--- src/rtl/seg_scan_ctrl.sv ---
// seg_scan_ctrl: time-multiplexed scan controller for an NDIG-digit 7-segment display.
// Latency: all outputs are registered; a new value is shown from the first BLANK slot of the frame after its commit.
// Backpressure: load_ready = !pending; one shadowed value may wait for the next frame boundary (or commits at once in IDLE).
//
// Ports:
//   clk, rst_n          clock, asynchronous active-low reset
//   enable              1 = scan, 0 = dark and idle
//   load_valid/ready    handshake for load_data (digit i at [4i+3:4i])
//   nib                 nibble to the shared segment decoder
//   dig_en              one-hot active-high digit enable
//   frame_done          one-cycle pulse in the last cycle of the last digit's slot
// Optional build macro SEG_SCAN_LZB_EN: leading-zero blanking (digit 0 always lit).
module seg_scan_ctrl #(
  parameter int NDIG      = 4,
  parameter int DWELL_CYC = 1000,
  parameter int BLANK_CYC = 16
) (
  input  logic              clk,
  input  logic              rst_n,
  input  logic              enable,
  input  logic              load_valid,
  input  logic [4*NDIG-1:0] load_data,
  output logic              load_ready,
  output logic [3:0]        nib,
  output logic [NDIG-1:0]   dig_en,
  output logic              frame_done
);

  localparam int TMAX = (DWELL_CYC > BLANK_CYC) ? DWELL_CYC : BLANK_CYC;
  localparam int TW   = $clog2(TMAX + 1);
  localparam int IW   = (NDIG > 1) ? $clog2(NDIG) : 1;

  localparam logic [1:0] ST_IDLE  = 2'd0;
  localparam logic [1:0] ST_BLANK = 2'd1;
  localparam logic [1:0] ST_SHOW  = 2'd2;

  localparam logic [TW-1:0] BLANK_LAST = TW'(BLANK_CYC - 1);
  localparam logic [TW-1:0] DWELL_LAST = TW'(DWELL_CYC - 1);
  localparam logic [IW-1:0] IDX_LAST   = IW'(NDIG - 1);

  logic [1:0]        state_q, state_d;
  logic [IW-1:0]     idx_q, idx_d;
  logic [TW-1:0]     timer_q, timer_d;
  logic [4*NDIG-1:0] active_q, active_d;
  logic [4*NDIG-1:0] shadow_q, shadow_d;
  logic              pending_q, pending_d;
  logic [3:0]        nib_q, nib_d;
  logic [NDIG-1:0]   dig_en_q, dig_en_d;
  logic              frame_done_q, frame_done_d;

  logic              xfer;
  logic              commit;
  logic [NDIG-1:0]   lit;

  // Next-state sequencing and shadow/active handoff.
  always_comb begin
    state_d = state_q;
    idx_d   = idx_q;
    timer_d = timer_q;
    commit  = 1'b0;
    xfer    = load_valid && !pending_q;

    case (state_q)
      ST_IDLE: begin
        commit = pending_q;
        if (enable) begin
          state_d = ST_BLANK;
          idx_d   = '0;
          timer_d = '0;
        end
      end
      ST_BLANK: begin
        if (timer_q == BLANK_LAST) begin
          state_d = ST_SHOW;
          timer_d = '0;
        end else begin
          timer_d = timer_q + 1'b1;
        end
      end
      ST_SHOW: begin
        if (timer_q == DWELL_LAST) begin
          state_d = ST_BLANK;
          timer_d = '0;
          if (idx_q == IDX_LAST) begin
            idx_d  = '0;
            commit = pending_q;
          end else begin
            idx_d = idx_q + 1'b1;
          end
        end else begin
          timer_d = timer_q + 1'b1;
        end
      end
      default: begin
        state_d = ST_IDLE;
        idx_d   = '0;
        timer_d = '0;
      end
    endcase

    // Disable wins over everything; a frame cut short does not commit,
    // the pending value is picked up by the IDLE commit one cycle later.
    if (!enable) begin
      state_d = ST_IDLE;
      idx_d   = '0;
      timer_d = '0;
      commit  = pending_q && (state_q == ST_IDLE);
    end

    active_d  = commit ? shadow_q : active_q;
    shadow_d  = xfer ? load_data : shadow_q;
    // commit needs pending=1 and xfer needs pending=0, so they never coincide.
    pending_d = commit ? 1'b0 : (xfer ? 1'b1 : pending_q);
  end

  // Which digits may light, evaluated on the value that will be displayed.
`ifdef SEG_SCAN_LZB_EN
  always_comb begin
    lit = '0;
    for (int i = 0; i < NDIG; i++) begin
      lit[i] = (i == 0) || ((active_d >> (4 * i)) != '0);
    end
  end
`else
  always_comb begin
    lit = '1;
  end
`endif

  // Outputs are computed from the next state so they are registered
  // yet line up with the state they describe.
  always_comb begin
    nib_d        = '0;
    dig_en_d     = '0;
    frame_done_d = 1'b0;
    if (state_d != ST_IDLE) begin
      nib_d = active_d[4*idx_d +: 4];
    end
    if (state_d == ST_SHOW) begin
      dig_en_d     = lit[idx_d] ? (NDIG'(1) << idx_d) : '0;
      frame_done_d = (idx_d == IDX_LAST) && (timer_d == DWELL_LAST);
    end
  end

  always_ff @(posedge clk or negedge rst_n) begin
    if (!rst_n) begin
      state_q      <= ST_IDLE;
      idx_q        <= '0;
      timer_q      <= '0;
      active_q     <= '0;
      shadow_q     <= '0;
      pending_q    <= 1'b0;
      nib_q        <= '0;
      dig_en_q     <= '0;
      frame_done_q <= 1'b0;
    end else begin
      state_q      <= state_d;
      idx_q        <= idx_d;
      timer_q      <= timer_d;
      active_q     <= active_d;
      shadow_q     <= shadow_d;
      pending_q    <= pending_d;
      nib_q        <= nib_d;
      dig_en_q     <= dig_en_d;
      frame_done_q <= frame_done_d;
    end
  end

  assign load_ready = !pending_q;
  assign nib        = nib_q;
  assign dig_en     = dig_en_q;
  assign frame_done = frame_done_q;

endmodule

--- config.mk ---
export PLATFORM = sky130hd
export DESIGN_NAME = seg_scan_ctrl
export DESIGN_NICKNAME = d
export VERILOG_FILES = /design/src/rtl/seg_scan_ctrl.sv
export SDC_FILE = /design/constraint.sdc
export NUM_CORES = 1
export LEC_CHECK = 0
export CAP_MARGIN = 0
export CORE_MARGIN = 2
export CORE_UTILIZATION = 62
export CTS_BUF_LIST = sky130_fd_sc_hd__clkbuf_4 sky130_fd_sc_hd__clkbuf_8
export DETAILED_ROUTE_END_ITERATION = 6
export MAX_ROUTING_LAYER = met4
export PLACE_DENSITY_LB_ADDON = 0.2
export SYNTH_ARGS = -nofsm -noshare
export SYNTH_HDL_FRONTEND = slang
export SYNTH_SLANG_ARGS = --single-unit
--- constraint.sdc ---
create_clock -name clk -period 6.3 [get_ports clk]
set_input_delay 1.26 -clock clk [delete_from_list [all_inputs] [get_ports clk]]
set_output_delay 1.26 -clock clk [all_outputs]
set_load 0.005 [all_outputs]
==> reports/results.ini <==
[synthesis]
yosys_warnings = 0
synthCells = 210
syn_area_per_cell_sq_um = 12.4
syn_nets = 236
yosysSeqAreaShare_pct = 53.9
synth_top_flop_cell = dfrtp_1
synth_edf_count = 0
ys_async_sr_fraction_pct = 100
syn_area_sq_um = 2600
synth_seq_cells = 56
synth_cell_types = 43

[run_status]
status = complete, no violations

[drt]
vias = 1643
drt_iter0_markers = 137
postRouteAntennaNets = 0
dr.pass1.iters = 4
drc = 0
vias_per_cell = 5.63
wire_per_inst_um = 15.8
totalWireLength_mm = 4.60

[global_route]
grt_max_degree = 57
grt_usage_pct = 22.6
antenna_found_initial = 0
grt_pass1_vias = 1637
grt_pass1_wl_mm = 7.59
overflow = 0

[worst_hold_path]
hold_path.class = flop to flop
hold_depth = 1

[clocking]
cts_max_path_buffers = 2
cts_buffers = 5
postCtsResizedCells = 0
path_clk_slew_ns = 0.10
cts_tree = done
cts-root-buf = clkbuf_8
cts_hold_buf = 0
clk_latency_ns = 0.32
cts.sink_count = 56
post_cts_buffers = 0
cts_max_level = 2

[finish]
seqCellArea_sq_um = 1400
fillers = 258
multi_input_area_sq_um = 1130
area_growth_pct = 15.8
post_layout_nonfiller_instances = 292
final_layout_size_suffix_gt1_share_pct = 23.1
layout_commonest_cell = dfrtp_1
diodes = 0
layout.nets = 267
final_core_util_pct = 74.8
mostFrequentLayoutCells = dfrtp_1 (56), mux2_2 (36), clkdlybuf4s50_1 (28)

[timing]
max_slew_margin_pct = 45.4
fin_crit_sh_pct = 57.0
rsz0062_at_grt = no
worst_pin_slew_ns = 0.818
fin_hold_ws_ns = 0.511
fmax_ghz = 0.278
finalCriticalPeriod_ns = 3.59
tns_ns = 0
setup_violations = 0
finalMaxSlewViolations = 0
fin_skew_ns = 0.00905
hold_viol = 0

[floorplanning]
dieArea_sq_um = 4730
initial_core_util_pct = 64.6
boundaryPins = 30
die_h_um = 68.8
core_area_sq_um = 4030
die-width_um = 68.8
fp-row-count = 23

[power_and_ir_drop]
p_leak_nw = 1.31
totalPowerFinal_mw = 0.832
worst_ir_drop_vdd_mv = 0.196
p_per_area_nw_per_um2 = 276

[critical_path]
crit_type = input port to flop
cp-end-kind = flop
crit_arrival_ns = 3.77
crit_fanout = 20
path_cells = clkdlybuf4s50_1 -> nand3_1 -> o41ai_1 -> nand2_1 -> mux2_2 -> o32ai_1 -> a211oi_1
ff2ff_path_depth = 7
critPathSlowestCell = nand2_1
crit_required_ns = 6.48
r2r_slack_ns = 3.24
start_kind = input port
max_stage_delay_ns = 0.62

[placed_design]
dp_hpwl_mm = 3.45
gp_congestion = 0.833
port_buffers = 29
placed_cells = 284

[flow_run]
cap_violations = 0

==> cell families (layout without fill, tap and decap cells) <==
group / Yosys count / in the layout / synth area share, %
AO/OA/AOI/OAI: 20 / 20 / 6.73
buffers and inverters: 15 / 47 / 2.84
adder cells (fa/ha/maj): 6 / 6 / 2.89
AND/OR/NAND/NOR: 62 / 62 / 12.5
XOR/XNOR: 8 / 8 / 2.69
multiplexers: 43 / 43 / 18.5
flip-flops: 56 / 56 / 53.9
==> Yosys cell counts, types with 2 or more instances <==
cell type	n	area share, %
nor4_1	6	1.4
nand4_1	2	0.48
nand2b_1	2	0.48
o32ai_1	3	1.0
nor2_1	17	2.5
o21bai_1	2	0.58
ha_1	6	2.9
inv_1	8	1.2
a21oi_1	2	0.38
mux2_2	36	16
or2_1	2	0.48
and2_1	4	0.96
nand2_1	9	1.3
dfrtp_1	56	54
xnor2_1	4	1.3
clkbuf_1	3	0.43
xor2_1	4	1.3
mux2i_1	6	2.3
buf_6	2	0.87
nor2b_1	2	0.48
a211oi_1	3	0.87
nand3_1	9	1.7
or2_2	2	0.48
==> final timing paths <==
path                                 to         from
max reg2reg                      nib[3]   timer_q[0]
max in group asynchronous  active_q[13]        rst_n
min                         active_q[5]  active_q[5]
min reg2reg                 active_q[5]  active_q[5]
min in group asynchronous    timer_q[3]        rst_n
max                              nib[3]       enable
==> final cells by class <==
type / count / share of cell area, %
Clock buffer: 5 / 2.29
Clock inverter: 3 / 0.748
Inverter: 8 / 0.997
Multi-Input combinational cell: 139 / 37.4
Sequential cell: 56 / 46.5
Tap cell: 50 / 2.08
Timing Repair Buffer: 31 / 9.97
==> through the flow <==
stage          instance area [sq um]  worst slack (ns)
2_1_floorplan                   2600              3.61
3_3_place_gp                    2920              2.46
3_5_place_dp                    2920              2.38
4_1_cts                         3010              2.72
5_1_grt                         3010              2.44
6_report                        3010              2.71
==> power breakdown <==
group          total (mW)  internal (mW)  switching [mW]
sequential          0.469          0.433          0.0363
clock               0.196         0.0798           0.116
combinational       0.167          0.104          0.0630
==> routing by layer <==
| metal | up-vias | track usage (%) | share of wire (%) |
|---|---|---|---|
| met3 | 7 | 5.68 | 3.8 |
| met4 | 0 | 7.11 | 1.3 |
| met2 | 33 | 37.7 | 50 |
| met5 | - | - | 0 |
| li1 | 813 | - | - |
| met1 | 790 | 27.2 | 45 |
==> state kept, by name (all words and copies together), names as in the netlist <==
name        flops
active_q       16
dig_en          4
frame_done      1
idx_q           2
nib             4
pending_q       1
shadow_q       16
state_q         2
timer_q        10
==> worst max-delay path: cells and delay by family <==
family                 cells  cell delay (ns)
AOI/OAI and AO/OA          3             0.77
buffers and inverters      1             0.52
muxes                      1             0.49
and+or+nand+nor            2             0.71
No activity file was read; power rests on OpenSTA's default activity.
